==> config.mk <==
export PLATFORM = sky130hd
export DESIGN_NAME = iolatch_nxd
export DESIGN_NICKNAME = d
export VERILOG_FILES = /design/src/rtl/iolatch_nxd_pkg.sv /design/src/rtl/iolatch_nxd_chan.sv /design/src/rtl/iolatch_nxd.sv
export SDC_FILE = /design/constraint.sdc
export NUM_CORES = 1
export LEC_CHECK = 0
export ABC_AREA = 1
export CORE_MARGIN = 4
export CORE_UTILIZATION = 45
export CTS_BUF_LIST = sky130_fd_sc_hd__clkbuf_16
export CTS_CLUSTER_DIAMETER = 30
export DETAILED_ROUTE_END_ITERATION = 16
export PLACE_DENSITY = 0.66
export SYNTH_ARGS = -nofsm -noshare
export SYNTH_HDL_FRONTEND = slang
export SYNTH_SLANG_ARGS = --single-unit
export TNS_END_PERCENT = 50
==> constraint.sdc <==
create_clock -name clk -period 4.5 [get_ports clk]
set_clock_uncertainty 0.05 [all_clocks]
set_input_delay 0.9 -clock clk [delete_from_list [all_inputs] [get_ports clk]]
set_output_delay 0.9 -clock clk [all_outputs]
set_load 0.05 [all_outputs]
==> src/rtl/iolatch_nxd_pkg.sv <==
// ---------------------------------------------------------------------------
// iolatch_nxd_pkg
// Shared constants and types for the KS-10 bus-cycle latch / NXD watchdog.
//   NXD_CH_MEM / NXD_CH_IO : channel index of the memory and IO bus targets
//   NXD_TIMEOUT            : default enabled-clock budget before NXD is declared
//   chan_state_t           : per-channel latch state (IDLE / BUSY)
// ---------------------------------------------------------------------------
package iolatch_nxd_pkg;

    localparam int NXD_CH_MEM  = 0;
    localparam int NXD_CH_IO   = 1;
    localparam int NXD_TIMEOUT = 64;

    typedef enum logic {
        IDLE = 1'b0,
        BUSY = 1'b1
    } chan_state_t;

endpackage

==> src/rtl/iolatch_nxd_chan.sv <==
// ---------------------------------------------------------------------------
// iolatch_nxd_chan
// One bus channel: busy latch, timeout counter, sticky NXD flag.
// Ports:
//   clk, rst (sync, active-low), clken  - clocking
//   start_i    - cycle start request for this channel
//   ack_i      - device acknowledge for this channel
//   clr_nxd_i  - clear the sticky NXD flag
//   busy_o     - channel is waiting for an acknowledge
//   nxd_o      - sticky non-existent-device flag
//   tmo_o      - combinational strobe: this enabled edge is a timeout edge
// ---------------------------------------------------------------------------
module iolatch_nxd_chan
    import iolatch_nxd_pkg::*;
#(
    parameter int TIMEOUT   = NXD_TIMEOUT,
    parameter int CNT_WIDTH = 8
) (
    input  logic clk,
    input  logic rst,
    input  logic clken,
    input  logic start_i,
    input  logic ack_i,
    input  logic clr_nxd_i,
    output logic busy_o,
    output logic nxd_o,
    output logic tmo_o
);

    // Counter value on the last busy edge; reaching it without an ack aborts.
    localparam logic [CNT_WIDTH-1:0] LAST = CNT_WIDTH'(TIMEOUT - 1);

    chan_state_t          state_q, state_d;
    logic [CNT_WIDTH-1:0] cnt_q, cnt_d;
    logic                 nxd_q, nxd_d;
    logic                 tmo;

    always_comb begin
        state_d = state_q;
        cnt_d   = cnt_q;
        tmo     = 1'b0;
        case (state_q)
            IDLE: begin
                // A stray ack in IDLE is ignored; start wins when both arrive.
                if (start_i) begin
                    state_d = BUSY;
                    cnt_d   = '0;
                end
            end
            BUSY: begin
                // Ack has priority over a timeout on the same edge; start is ignored.
                if (ack_i) begin
                    state_d = IDLE;
                end else if (cnt_q == LAST) begin
                    state_d = IDLE;
                    tmo     = 1'b1;
                end else begin
                    cnt_d = cnt_q + 1'b1;
                end
            end
            default: begin
                state_d = IDLE;
            end
        endcase

        // A new error must not be lost to a simultaneous clear.
        if (tmo) begin
            nxd_d = 1'b1;
        end else if (clr_nxd_i) begin
            nxd_d = 1'b0;
        end else begin
            nxd_d = nxd_q;
        end
    end

    always_ff @(posedge clk) begin
        if (!rst) begin
            state_q <= IDLE;
            cnt_q   <= '0;
            nxd_q   <= 1'b0;
        end else if (clken) begin
            state_q <= state_d;
            cnt_q   <= cnt_d;
            nxd_q   <= nxd_d;
        end
    end

    assign busy_o = (state_q == BUSY);
    assign nxd_o  = nxd_q;
    assign tmo_o  = tmo & clken;

endmodule

==> src/rtl/iolatch_nxd.sv <==
// ---------------------------------------------------------------------------
// iolatch_nxd
// Parametrised bus-cycle latch and non-existent-device watchdog.
// Ports:
//   clk, rst (sync, active-low), clken  - clocking
//   start[CHANNELS]   - per-channel cycle start from microcode decode
//   ack[CHANNELS]     - per-channel device acknowledge
//   clr_nxd           - clears all sticky NXD flags
//   busy[CHANNELS]    - per-channel busy latch
//   nxd[CHANNELS]     - per-channel sticky NXD flag
//   nxd_pulse         - one enabled cycle after any channel times out
//   wait_req          - OR of busy, stalls the microsequencer
// ---------------------------------------------------------------------------
module iolatch_nxd
    import iolatch_nxd_pkg::*;
#(
    parameter int CHANNELS  = 2,
    parameter int TIMEOUT   = NXD_TIMEOUT,
    parameter int CNT_WIDTH = 8
) (
    input  logic                clk,
    input  logic                rst,
    input  logic                clken,
    input  logic [CHANNELS-1:0] start,
    input  logic [CHANNELS-1:0] ack,
    input  logic                clr_nxd,
    output logic [CHANNELS-1:0] busy,
    output logic [CHANNELS-1:0] nxd,
    output logic                nxd_pulse,
    output logic                wait_req
);

    if ((TIMEOUT < 2) || (TIMEOUT > (2 ** CNT_WIDTH) - 1)) begin : g_bad_timeout
        $error("iolatch_nxd: TIMEOUT %0d out of range for CNT_WIDTH %0d", TIMEOUT, CNT_WIDTH);
    end
    if ((CHANNELS < 1) || (CHANNELS > 8)) begin : g_bad_channels
        $error("iolatch_nxd: CHANNELS %0d out of range 1..8", CHANNELS);
    end

    logic [CHANNELS-1:0] tmo;
    logic                nxd_pulse_q, nxd_pulse_d;

    for (genvar i = 0; i < CHANNELS; i++) begin : g_chan
        iolatch_nxd_chan #(
            .TIMEOUT   (TIMEOUT),
            .CNT_WIDTH (CNT_WIDTH)
        ) u_chan (
            .clk       (clk),
            .rst       (rst),
            .clken     (clken),
            .start_i   (start[i]),
            .ack_i     (ack[i]),
            .clr_nxd_i (clr_nxd),
            .busy_o    (busy[i]),
            .nxd_o     (nxd[i]),
            .tmo_o     (tmo[i])
        );
    end

    // Simultaneous timeouts collapse into one pulse.
    assign nxd_pulse_d = |tmo;

    always_ff @(posedge clk) begin
        if (!rst) begin
            nxd_pulse_q <= 1'b0;
        end else if (clken) begin
            nxd_pulse_q <= nxd_pulse_d;
        end
    end

    assign nxd_pulse = nxd_pulse_q;
    assign wait_req  = |busy;

endmodule

# Word level (Yosys, flattened, before mapping)
# Index checks and enable logic that the tools add are counted.
# word_totals
ff_bits	21
inputBits	8
output_inout_bits	6
# op_classes
n_addsub	2
n_eq_ne	8
mux	25
bitwise_logic	4
n_reduce_logical	8
# ops
cell	count
8-bit 2-to-1 mux	6
8-bit case mux with 2 select lines	2
8-bit by 1-bit adder with 8-bit output (second input constant)	2
8-bit by 6-bit equality test with 1-bit output (second input constant)	2
1-bit 2-to-1 mux	15
2-bit inequality test (second input constant)	6
4-bit AND reduction	2
1-bit case mux with 2 select lines	2
2-bit AND reduction	2
2-bit nonzero test	2
2-bit OR reduction	2
1-bit AND	2
1-bit NOT	2

# Logic depth before layout (Yosys ltp)
# Gate-level depths: netlist (run 1).
# depth
word_depth	6
mapped_depth	10

# Modules after synthesis
# A second synthesis (run 1) with hierarchy kept.
# unflattened
hier_cells	197
area_unflattened_um2	1307.5
# modules_own_cells
module	instances	cells_per_inst	area_per_inst_um2	seq_area_each_um2
iolatch_nxd_chan	2	95	630.6	200.2
iolatch_nxd	1	7	46.3	20.0

# Worst setup path after synthesis (run 1)
# No wires, ideal clock.
# synth_timing
path_type	reg2out
startpoint	register g_chan[0].u_chan.state_q
endpoint	output port wait_req
t_arrival_ps	924
required_time_ps	3550
setup_slack_ps	2626
stages_incl_launch_ff	4
n_path_buf	1
cell_sequence	dfxtp_1 buf_2 inv_1 nand2_1
# synth_via
elab_chain_cells	1
# synth_lines
item	line_no	text
from (decl)	iolatch_nxd_chan.sv:33	chan_state_t state_q, state_d;
from (signal assigned)	iolatch_nxd_chan.sv:82	state_q <= state_d;
2-bit OR reduction	iolatch_nxd.sv:72	assign wait_req = |busy;
to (decl)	iolatch_nxd.sv:30	output logic wait_req
# Every way passes these cells.

# Worst setup path after layout (run 1)
# Ends and elaborated chain as after synthesis.

==> reports/summary.txt, run 1 <==
Post-synth top cells - 51 x nand2_1, 27 x nor2_1, 24 x inv_1
hold_sp - g_chan[0].u_chan.nxd_o
Int Pwr - 328.9 uW
GR Overflow Total - 0
Num Clock Sinks - 21
die width - 61.05 um
IO Count - 14
Cells after Synth - 197
Core Area - 2590 um2
grt peak-use layer - met2
area leader, netlist - dfxtp_1
ys async rst share - 0
top-count cell post-synth - nand2_1
vias in the first global route - 1124
Mean Syn Cell Area - 6.427 um2
CTS tree - yes
Worst setup EP type - output port
Synth top area share - 0.3320
Num CTS Buffers - 3
pin count of the biggest net entering global routing - 14
critical path required time - 3.55 ns
Final GP Congestion - 0.7984
crit share post-route - 0.6288
final slew viol count - 0
fin crit period - 2.830 ns
part of the power in registers - 0.452
Total Nets Final - 215
DRC - 0
max_slew headroom - 0.5835
initial antenna violation count - 0
peak supply drop - 0.2889 mV
DRT antenna net count - 0
Rows - 18
first-pass GRT wire length - 4774 um
Die ar. - 3726 um2
DRT iter0 DRCs - 40
max_cap viols - 0
status - complete, no violations
wire per inst - 12.43 um
post-route cell area - 1445 um2
Switching Power - 107.5 uW
top_reg_cell synth - dfxtp_1
met1 Use GR - 0.2082
most area-consuming cells after synthesis - dfxtp_1 33%, nand2_1 15%, nor2_1 8.0%
Sw Ratio - 0.2462
Max H-tree Level - 1
Clock Latency Late Sink - 0.25 ns
worst r2r src - g_chan[0].u_chan.busy_o
# Post-CTS Setup Buffers - 0
Port Buffer Count - 13
register bit total from synthesis - 21
CP Class - reg2out
hpwl dp - 2105 um
placed inst area - 1366 um2
layout cells sized above 1 - 0.04902
Hold-fix buffers, CTS - 0
startpoint types - flip-flop
Starting Density - 0.4889
met2 Use GR - 0.2855
met3 Use GR - 0.04193
Worst EP arrival - 1.88 ns
Post-Route WL - 2909 um
Die H - 61.05 um
routed via count - 1235
Pre-Repair DR Iteration Count - 4
Final Hold Vio Count - 0
Mapped Area - 1266 um2
RSZ-0062 raised after global routing - no
clock power share - 0.420
Post-Syn Nets - 207
ANT cells - 0
hold crit path type - reg2reg
GRT Util Overall - 0.1680
crit path launch - g_chan[0].u_chan.busy_o
vias per cell - 5.278
Leakage - 0.0005988 uW
Syn. warnings - 0
Seq/Total Area, Yosys - 0.3320
Setup violations, final - 0
worst-case clock buffer depth - 2
CTS clk-pin slew, worst paths - 0.06 ns
Area Overhead vs Synth - 14.13%
fmax - 353.4 MHz
setup_tns - 0 ns
pwr dens - 302.0 nW/um2
root buf cell - clkbuf_16
Worst Tran Pin Value - 0.6224 ns
number of flops mapped to enable cells by yosys - 0
Comb pwr share - 0.129
cells resized by post-CTS repair - 0
Max FO, Critical Path - 12
Netlist cell types - 26
## cells by family (layout without fill, tap and decap cells)
group                      Yosys count  after routing  share of synthesized area
adders and majority gates            2              2                    0.01976
DFF                                 21             21                     0.3320
buffers and inverters               36             43                     0.1304
AOI/OAI and AO/OA                   22             22                    0.09092
and+or+nand+nor                    115            115                     0.4200
xor gates and xnor gates             1              1                   0.006918
## registers in the layout, indices dropped and copies added, names as in the netlist
| register | flops |
|---|---|
| g_chan.u_chan.nxd_o | 2 |
| g_chan.u_chan.busy_o | 2 |
| nxd_pulse | 1 |
| g_chan.u_chan.cnt_q | 16 |
## path summary, 6_finish.rpt
path | endpoint | slack (ns) | cells past startpoint
worst max-delay path | wait_req | 1.67 | 3
worst min-delay path | g_chan[0].u_chan.nxd_o | 0.42 | 2
worst max register to register | g_chan[0].u_chan.cnt_q[7] | 2.58 | 6
worst min register to register | g_chan[0].u_chan.nxd_o | 0.42 | 2
## critical path, stage by stage, from the launching register on
cell and delay (ns):
dfxtp_1 0.55, inv_1 0.16, nand2_1 0.12, clkdlybuf4s50_1 0.81
## metrics by stage
stage	hold WS (ns)	setup slack [ns]	total power, uW	instances	utilization
detailed placement	0.4194	1.687	256.6	230	0.5275
CTS	0.4274	1.663	442.8	234	0.5580
finish	0.4244	1.670	436.4	234	0.5580
floorplan	0.4045	2.626	241.7	197	-
global placement	0.4207	1.759	255.7	230	0.5275
global route	0.4565	1.606	456.1	234	0.5580
## power by group through the flow
stage | clock network [uW] | registers [uW] | logic, uW
after floorplan | 0 | 198 | 43.3
after global placement | 0 | 201 | 55.0
after detailed placement | 0 | 201 | 55.6
after CTS | 190 | 197 | 56.2
after global routing | 196 | 198 | 62.5
final | 183 | 197 | 56.2
## per-layer routing
| metal | part of all wire | up-vias |
|---|---|---|
| li1 | - | 641 |
| met5 | 0 | - |
| met4 | 0.015 | 0 |
| met3 | 0.047 | 4 |
| met1 | 0.46 | 564 |
| met2 | 0.48 | 26 |
## area by class of cell
cell class	count	area, um2
inverter	26	97.59
timing repair buffer	13	130.1
clock buffer	3	75.07
tap	30	37.54
clock inverter	1	3.754
fill	257	1145
multi-input combinational	140	680.7
sequential	21	420.4
## layout by cell type, fill, tap and decap left out
cell             count
a21oi_1             14
a22oi_1              1
clkbuf_16            3
clkdlybuf4s50_1     13
clkinv_1             1
dfxtp_1             21
ha_1                 2
inv_1               25
inv_2                1
nand2_1             51
nand2_2              1
nand2_4              2
nand3_1             17
nand3_2              1
nand4_1             12
nor2_1              27
nor2_4               1
nor3_1               1
nor3_4               1
nor3b_1              1
o21ai_0              4
o21ai_1              2
o21bai_1             1
xor2_1               1
No activity file was read; power rests on OpenSTA's default activity.
==> inputs of run 2 (changes only) <==
Clock period 4.5 ns to 2.8 ns, I/O delays scaled along.
==> reports/summary.txt, run 2 (synthesis gave the netlist of run 1 again) <==
status - complete, no violations (unchanged)
startpoint types - flip-flop (unchanged)
Num Clock Sinks - 21 (unchanged)
vias in the first global route - 1194 (was 1124)
Die ar. - 3726 um2 (unchanged)
Num CTS Buffers - 3 (unchanged)
final slew viol count - 0 (unchanged)
Final Hold Vio Count - 0 (unchanged)
critical path required time - 2.19 ns (was 3.55 ns)
Core Area - 2590 um2 (unchanged)
Rows - 18 (unchanged)
Setup violations, final - 0 (unchanged)
Clock Latency Late Sink - 0.25 ns (about the same)
Switching Power - 175.1 uW (was 107.5 uW)
Worst R2R End - g_chan[0].u_chan.cnt_q[2] (was g_chan[0].u_chan.cnt_q[7])
GRT Util Overall - 0.1807 (was 0.1680)
GR Overflow Total - 0 (unchanged)
Hold-fix buffers, CTS - 0 (unchanged)
DRT iter0 DRCs - 51 (was 40)
Largest Register - g_chan.u_chan.cnt_q (unchanged)
hpwl dp - 2105 um (about the same)
Area Overhead vs Synth - 16.01% (was 14.13%)
max reg flops - 16 (unchanged)
hold crit path type - reg2reg (unchanged)
crit path launch - g_chan[1].u_chan.busy_o (was g_chan[0].u_chan.busy_o)
Die H - 61.05 um (unchanged)
wire per inst - 11.96 um (was 12.43 um)
setup_tns - 0 ns (unchanged)
placed inst area - 1389 um2 (was 1366 um2)
layout cells sized above 1 - 0.06763 (was 0.04902)
first-pass GRT wire length - 5099 um (was 4774 um)
commonest non-fill, non-tap cell in the layout - nand2_1 (unchanged)
cells resized by post-CTS repair - 0 (unchanged)
crit share post-route - 0.8461
fin crit period - 2.369 ns
worst-case clock buffer depth - 2 (unchanged)
Pre-Repair DR Iteration Count - 4 (unchanged)
Sw Ratio - 0.2471 (was 0.2462)
clock power share - 0.420 (about the same)
CTS tree - yes (unchanged)
hold_sp - g_chan[1].u_chan.nxd_o (was g_chan[0].u_chan.nxd_o)
max_slew headroom - 0.6652 (was 0.5835)
Comb pwr share - 0.137 (was 0.129)
initial antenna violation count - 0 (unchanged)
worst r2r src - g_chan[0].u_chan.cnt_q[1] (was g_chan[0].u_chan.busy_o)
CTS clk-pin slew, worst paths - 0.06 ns (about the same)
Total Nets Final - 218 (was 215)
Worst EP arrival - 1.76 ns (was 1.88 ns)
max_cap viols - 0 (unchanged)
root buf cell - clkbuf_16 (unchanged)
CP Class - reg2out (unchanged)
RSZ-0062 raised after global routing - no (unchanged)
Max FO, Critical Path - 8 (was 12)
hold_ws - 0.4287 ns (was 0.4244 ns)
Starting Density - 0.4889 (unchanged)
pwr dens - 482.4 nW/um2 (was 302.0 nW/um2)
post-route cell area - 1469 um2 (was 1445 um2)
most frequent cells in the layout - 51 x nand2_1, 27 x nor2_1, 24 x inv_1 (was 51 x nand2_1, 27 x nor2_1, 25 x inv_1)
fmax - 422.1 MHz
peak supply drop - 0.4594 mV (was 0.2889 mV)
part of the power in registers - 0.443 (was 0.452)
Worst setup EP type - output port (unchanged)
Port Buffer Count - 13 (unchanged)
R2R cell count - 7 (was 6)
DRC - 0 (unchanged)
Worst Tran Pin Value - 0.5006 ns (was 0.6224 ns)
ANT cells - 0 (unchanged)
Final GP Congestion - 0.8563 (was 0.7984)
DRT antenna net count - 0 (unchanged)
Max H-tree Level - 1 (unchanged)
# Post-CTS Setup Buffers - 0 (unchanged)
r2r setup slk - 0.99 ns (was 2.58 ns)
Worst Setup EP - wait_req (unchanged)
Leakage - 0.0006126 uW (was 0.0005988 uW)
IO Count - 14 (unchanged)
Int Pwr - 533.5 uW (was 328.9 uW)
vias per cell - 5.346 (was 5.278)
routed via count - 1267 (was 1235)
Post-Route WL - 2835 um (was 2909 um)
die width - 61.05 um (unchanged)
Fillers - 253 (was 257)
pin count of the biggest net entering global routing - 14 (unchanged)
==> run 2: final cells by class <==
type	instances	area, um2	share of cell area
repair buffers	16	152.6	0.1039
inverters	26	97.59	0.06644
multi-input cells	140	680.7	0.4634
flip-flops and latches	21	420.4	0.2862
well taps	30	37.54	0.02555
clock buffers	3	75.07	0.05111
clock inverters	1	5.005	0.003407
==> run 2: per-stage QoR <==
step	std cells	setup slack, ns	util	power (uW)
floorplan	197	1.266	-	388.4
global placement	233	0.7113	0.5362	415.0
detailed placement	233	0.6201	0.5362	415.9
CTS	237	0.4333	0.5672	716.3
global route	237	0.3653	0.5672	748.9
finish	237	0.4308	0.5672	708.6
==> run 2: routing by layer <==
metal,global-route usage,vias up,share of wire
met2,0.2915,42,0.46
li1,-,655,-
met3,0.05451,6,0.074
met4,0.05882,0,0.014
met1,0.2305,564,0.45
met5,0,-,0
==> run 2: how the worst min path moves through the flow <==
stage	to	slack, ns	depth (start not counted)
floorplan	g_chan[0].u_chan.nxd_o	0.40	2
global placement	g_chan[0].u_chan.nxd_o	0.42	2
detailed placement	g_chan[1].u_chan.nxd_o	0.43	2
CTS	g_chan[1].u_chan.nxd_o	0.43	2
global route	g_chan[1].u_chan.nxd_o	0.47	2
finish	g_chan[1].u_chan.nxd_o	0.43	2
==> run 2: critical path, cell delays in order (launching register included) <==
cell	delay (ns)
dfxtp_1	0.45
inv_2	0.15
nand2_1	0.10
clkdlybuf4s50_1	0.81
==> run 2: power groups by stage <==
stage | Clock, uW | Combinational (uW) | Sequential (uW)
after global placement | 0 | 95.2 | 320
after floorplan | 0 | 69.6 | 319
final | 298 | 96.9 | 314
after CTS | 306 | 96.8 | 314
after detailed placement | 0 | 95.8 | 320
after global routing | 326 | 107 | 315
==> inputs of run 3 (changes only) <==
Settings changed: PLACE_DENSITY 0.66 to 0.69.
Clock period 2.8 ns to 2 ns, I/O delays scaled along.
==> reports/summary.txt, run 3 (synthesis gave the netlist of run 1 again) <==
DRT iter0 DRCs - 93 (was 51)
Hold-fix buffers, CTS - 0 (unchanged)
CTS clk-pin slew, worst paths - 0.06 ns (about the same)
first-pass GRT wire length - 5002 um (was 5099 um)
fin crit period - 1.837 ns
Num CTS Buffers - 3 (unchanged)
IO Count - 14 (unchanged)
root buf cell - clkbuf_16 (unchanged)
startpoint types - flip-flop (unchanged)
initial antenna violation count - 0 (unchanged)
Leakage - 0.0006243 uW (was 0.0006126 uW)
Placed Cells incl. Taps - 234 (was 233)
Hold Crit Depth - 2 (unchanged)
post-route insts no fill - 238 (was 237)
commonest non-fill, non-tap cell in the layout - nand2_1 (unchanged)
pin count of the biggest net entering global routing - 13 (was 14)
pwr dens - 676.8 nW/um2 (was 482.4 nW/um2)
r2r setup slk - 0.45 ns (was 0.99 ns)
worst r2r src - g_chan[0].u_chan.cnt_q[1] (unchanged)
Worst EP arrival - 1.39 ns (was 1.76 ns)
routed via count - 1296 (was 1267)
hpwl dp - 2143 um (was 2105 um)
Final Hold Vio Count - 0 (unchanged)
R2R cell count - 7 (unchanged)
crit share post-route - 0.9186
CTS tree - yes (unchanged)
fmax - 544.3 MHz
most frequent cells in the layout - 51 x nand2_1, 27 x nor2_1, 24 x inv_1 (unchanged)
GR Overflow Total - 0 (unchanged)
Worst Tran Pin Value - 0.5122 ns (was 0.5006 ns)
Clock Latency Late Sink - 0.25 ns (about the same)
Hold Path Sink - g_chan[0].u_chan.nxd_o (was g_chan[1].u_chan.nxd_o)
RSZ-0062 raised after global routing - no (unchanged)
DRT antenna net count - 0 (unchanged)
vias per cell - 5.445 (was 5.346)
delay of the slowest cell on the worst path - 0.81 ns (about the same)
Core Area - 2590 um2 (unchanged)
Final GP Congestion - 0.8722 (was 0.8563)
Pre-Repair DR Iteration Count - 4 (unchanged)
Total Nets Final - 219 (was 218)
Area Overhead vs Synth - 17.00% (was 16.01%)
peak supply drop - 0.4450 mV (was 0.4594 mV)
Die H - 61.05 um (unchanged)
status - complete, no violations (unchanged)
ANT cells - 0 (unchanged)
Largest Register - g_chan.u_chan.cnt_q (unchanged)
layout cells sized above 1 - 0.08654 (was 0.06763)
final slew viol count - 0 (unchanged)
Starting Density - 0.4889 (unchanged)
hold_sp - g_chan[0].u_chan.nxd_o (was g_chan[1].u_chan.nxd_o)
max reg flops - 16 (unchanged)
slowest CP cell - clkdlybuf4s50_1 (unchanged)
Post-Route WL - 2937 um (was 2835 um)
max_slew headroom - 0.6575 (was 0.6652)
Worst setup EP type - output port (unchanged)
Port Buffer Count - 13 (unchanged)
hold crit path type - reg2reg (unchanged)
max_cap viols - 0 (unchanged)
Max H-tree Level - 1 (unchanged)
WP buf/inv - 1 (was 2)
GRT Util Overall - 0.1762 (was 0.1807)
Max FO, Critical Path - 2 (was 8)
CP top delay family - buffers and inverters (unchanged)
critical path required time - 1.55 ns (was 2.19 ns)
cells resized by post-CTS repair - 0 (unchanged)
wire per inst - 12.34 um (was 11.96 um)
setup_tns - 0 ns (unchanged)
worst-case clock buffer depth - 2 (unchanged)
Rows - 18 (unchanged)
Num Clock Sinks - 21 (unchanged)
DRC - 0 (unchanged)
die width - 61.05 um (unchanged)
Setup violations, final - 0 (unchanged)
CP Class - reg2out (unchanged)
Worst R2R End - g_chan[0].u_chan.cnt_q[2] (unchanged)
vias in the first global route - 1187 (was 1194)
worst path cell trace - clkdlybuf4s50_1 (was inv_2, nand2_1, clkdlybuf4s50_1)
Die ar. - 3726 um2 (unchanged)
# Post-CTS Setup Buffers - 0 (unchanged)
run 3: changes by cell type in the layout (fill, tap and decap cells not counted), sizes merged:
cell and delta:
buf +4, clkdlybuf4s50 -3
run 3: area by class of cell:
class	instances	area [um2]
sequential	21	420.4
fill	258	1109
inverter	26	97.59
clock inverter	1	5.005
clock buffer	3	75.07
timing repair buffer	17	165.2
tap	30	37.54
multi-input combinational	140	680.7
run 3: how the worst max path moves through the flow:
stage                     cells past startpoint  slack (ns)                   endpoint                 startpoint
after detailed placement                      6        0.10  g_chan[0].u_chan.cnt_q[7]                      clken
after global routing                          1        0.12                     nxd[1]     g_chan[1].u_chan.nxd_o
after global placement                        6        0.19  g_chan[0].u_chan.cnt_q[7]                      clken
final                                         1        0.16                     nxd[1]     g_chan[1].u_chan.nxd_o
after CTS                                     1        0.15                     nxd[1]     g_chan[1].u_chan.nxd_o
after floorplan                               9        0.58  g_chan[1].u_chan.cnt_q[5]  g_chan[1].u_chan.cnt_q[0]
run 3: where the power goes:
| group | switching (uW) | leakage [uW] | internal (uW) | total, uW |
|---|---|---|---|---|
| sequential | 14.3 | 0.000170 | 430 | 444 |
| clock | 155 | 0.0000409 | 268 | 423 |
| combinational | 83.6 | 0.000413 | 52.2 | 136 |
| total | 252 | 0.000624 | 750 | 1000 |
run 3: routing by layer:
metal	track usage	vias to the layer above	part of all wire	wire length, um
li1	-	654	-	-
met1	0.2288	593	0.46	1341
met2	0.2885	47	0.46	1359
met3	0.03564	2	0.073	215
met4	0.06502	0	0.0072	21
met5	0	-	0	0
run 3: metrics by stage:
stage               setup slack, ns  instance area, um2    util  total power, uW  hold WS (ns)
finish                       0.1629                1481  0.5720             1003        0.4327
global placement             0.1941                1401  0.5411            584.3        0.4269
floorplan                    0.5776                1266       -            543.7        0.4045
detailed placement           0.1013                1401  0.5411            587.0        0.4277
global route                 0.1219                1481  0.5720             1046        0.4725
CTS                          0.1460                1481  0.5720             1010        0.4356
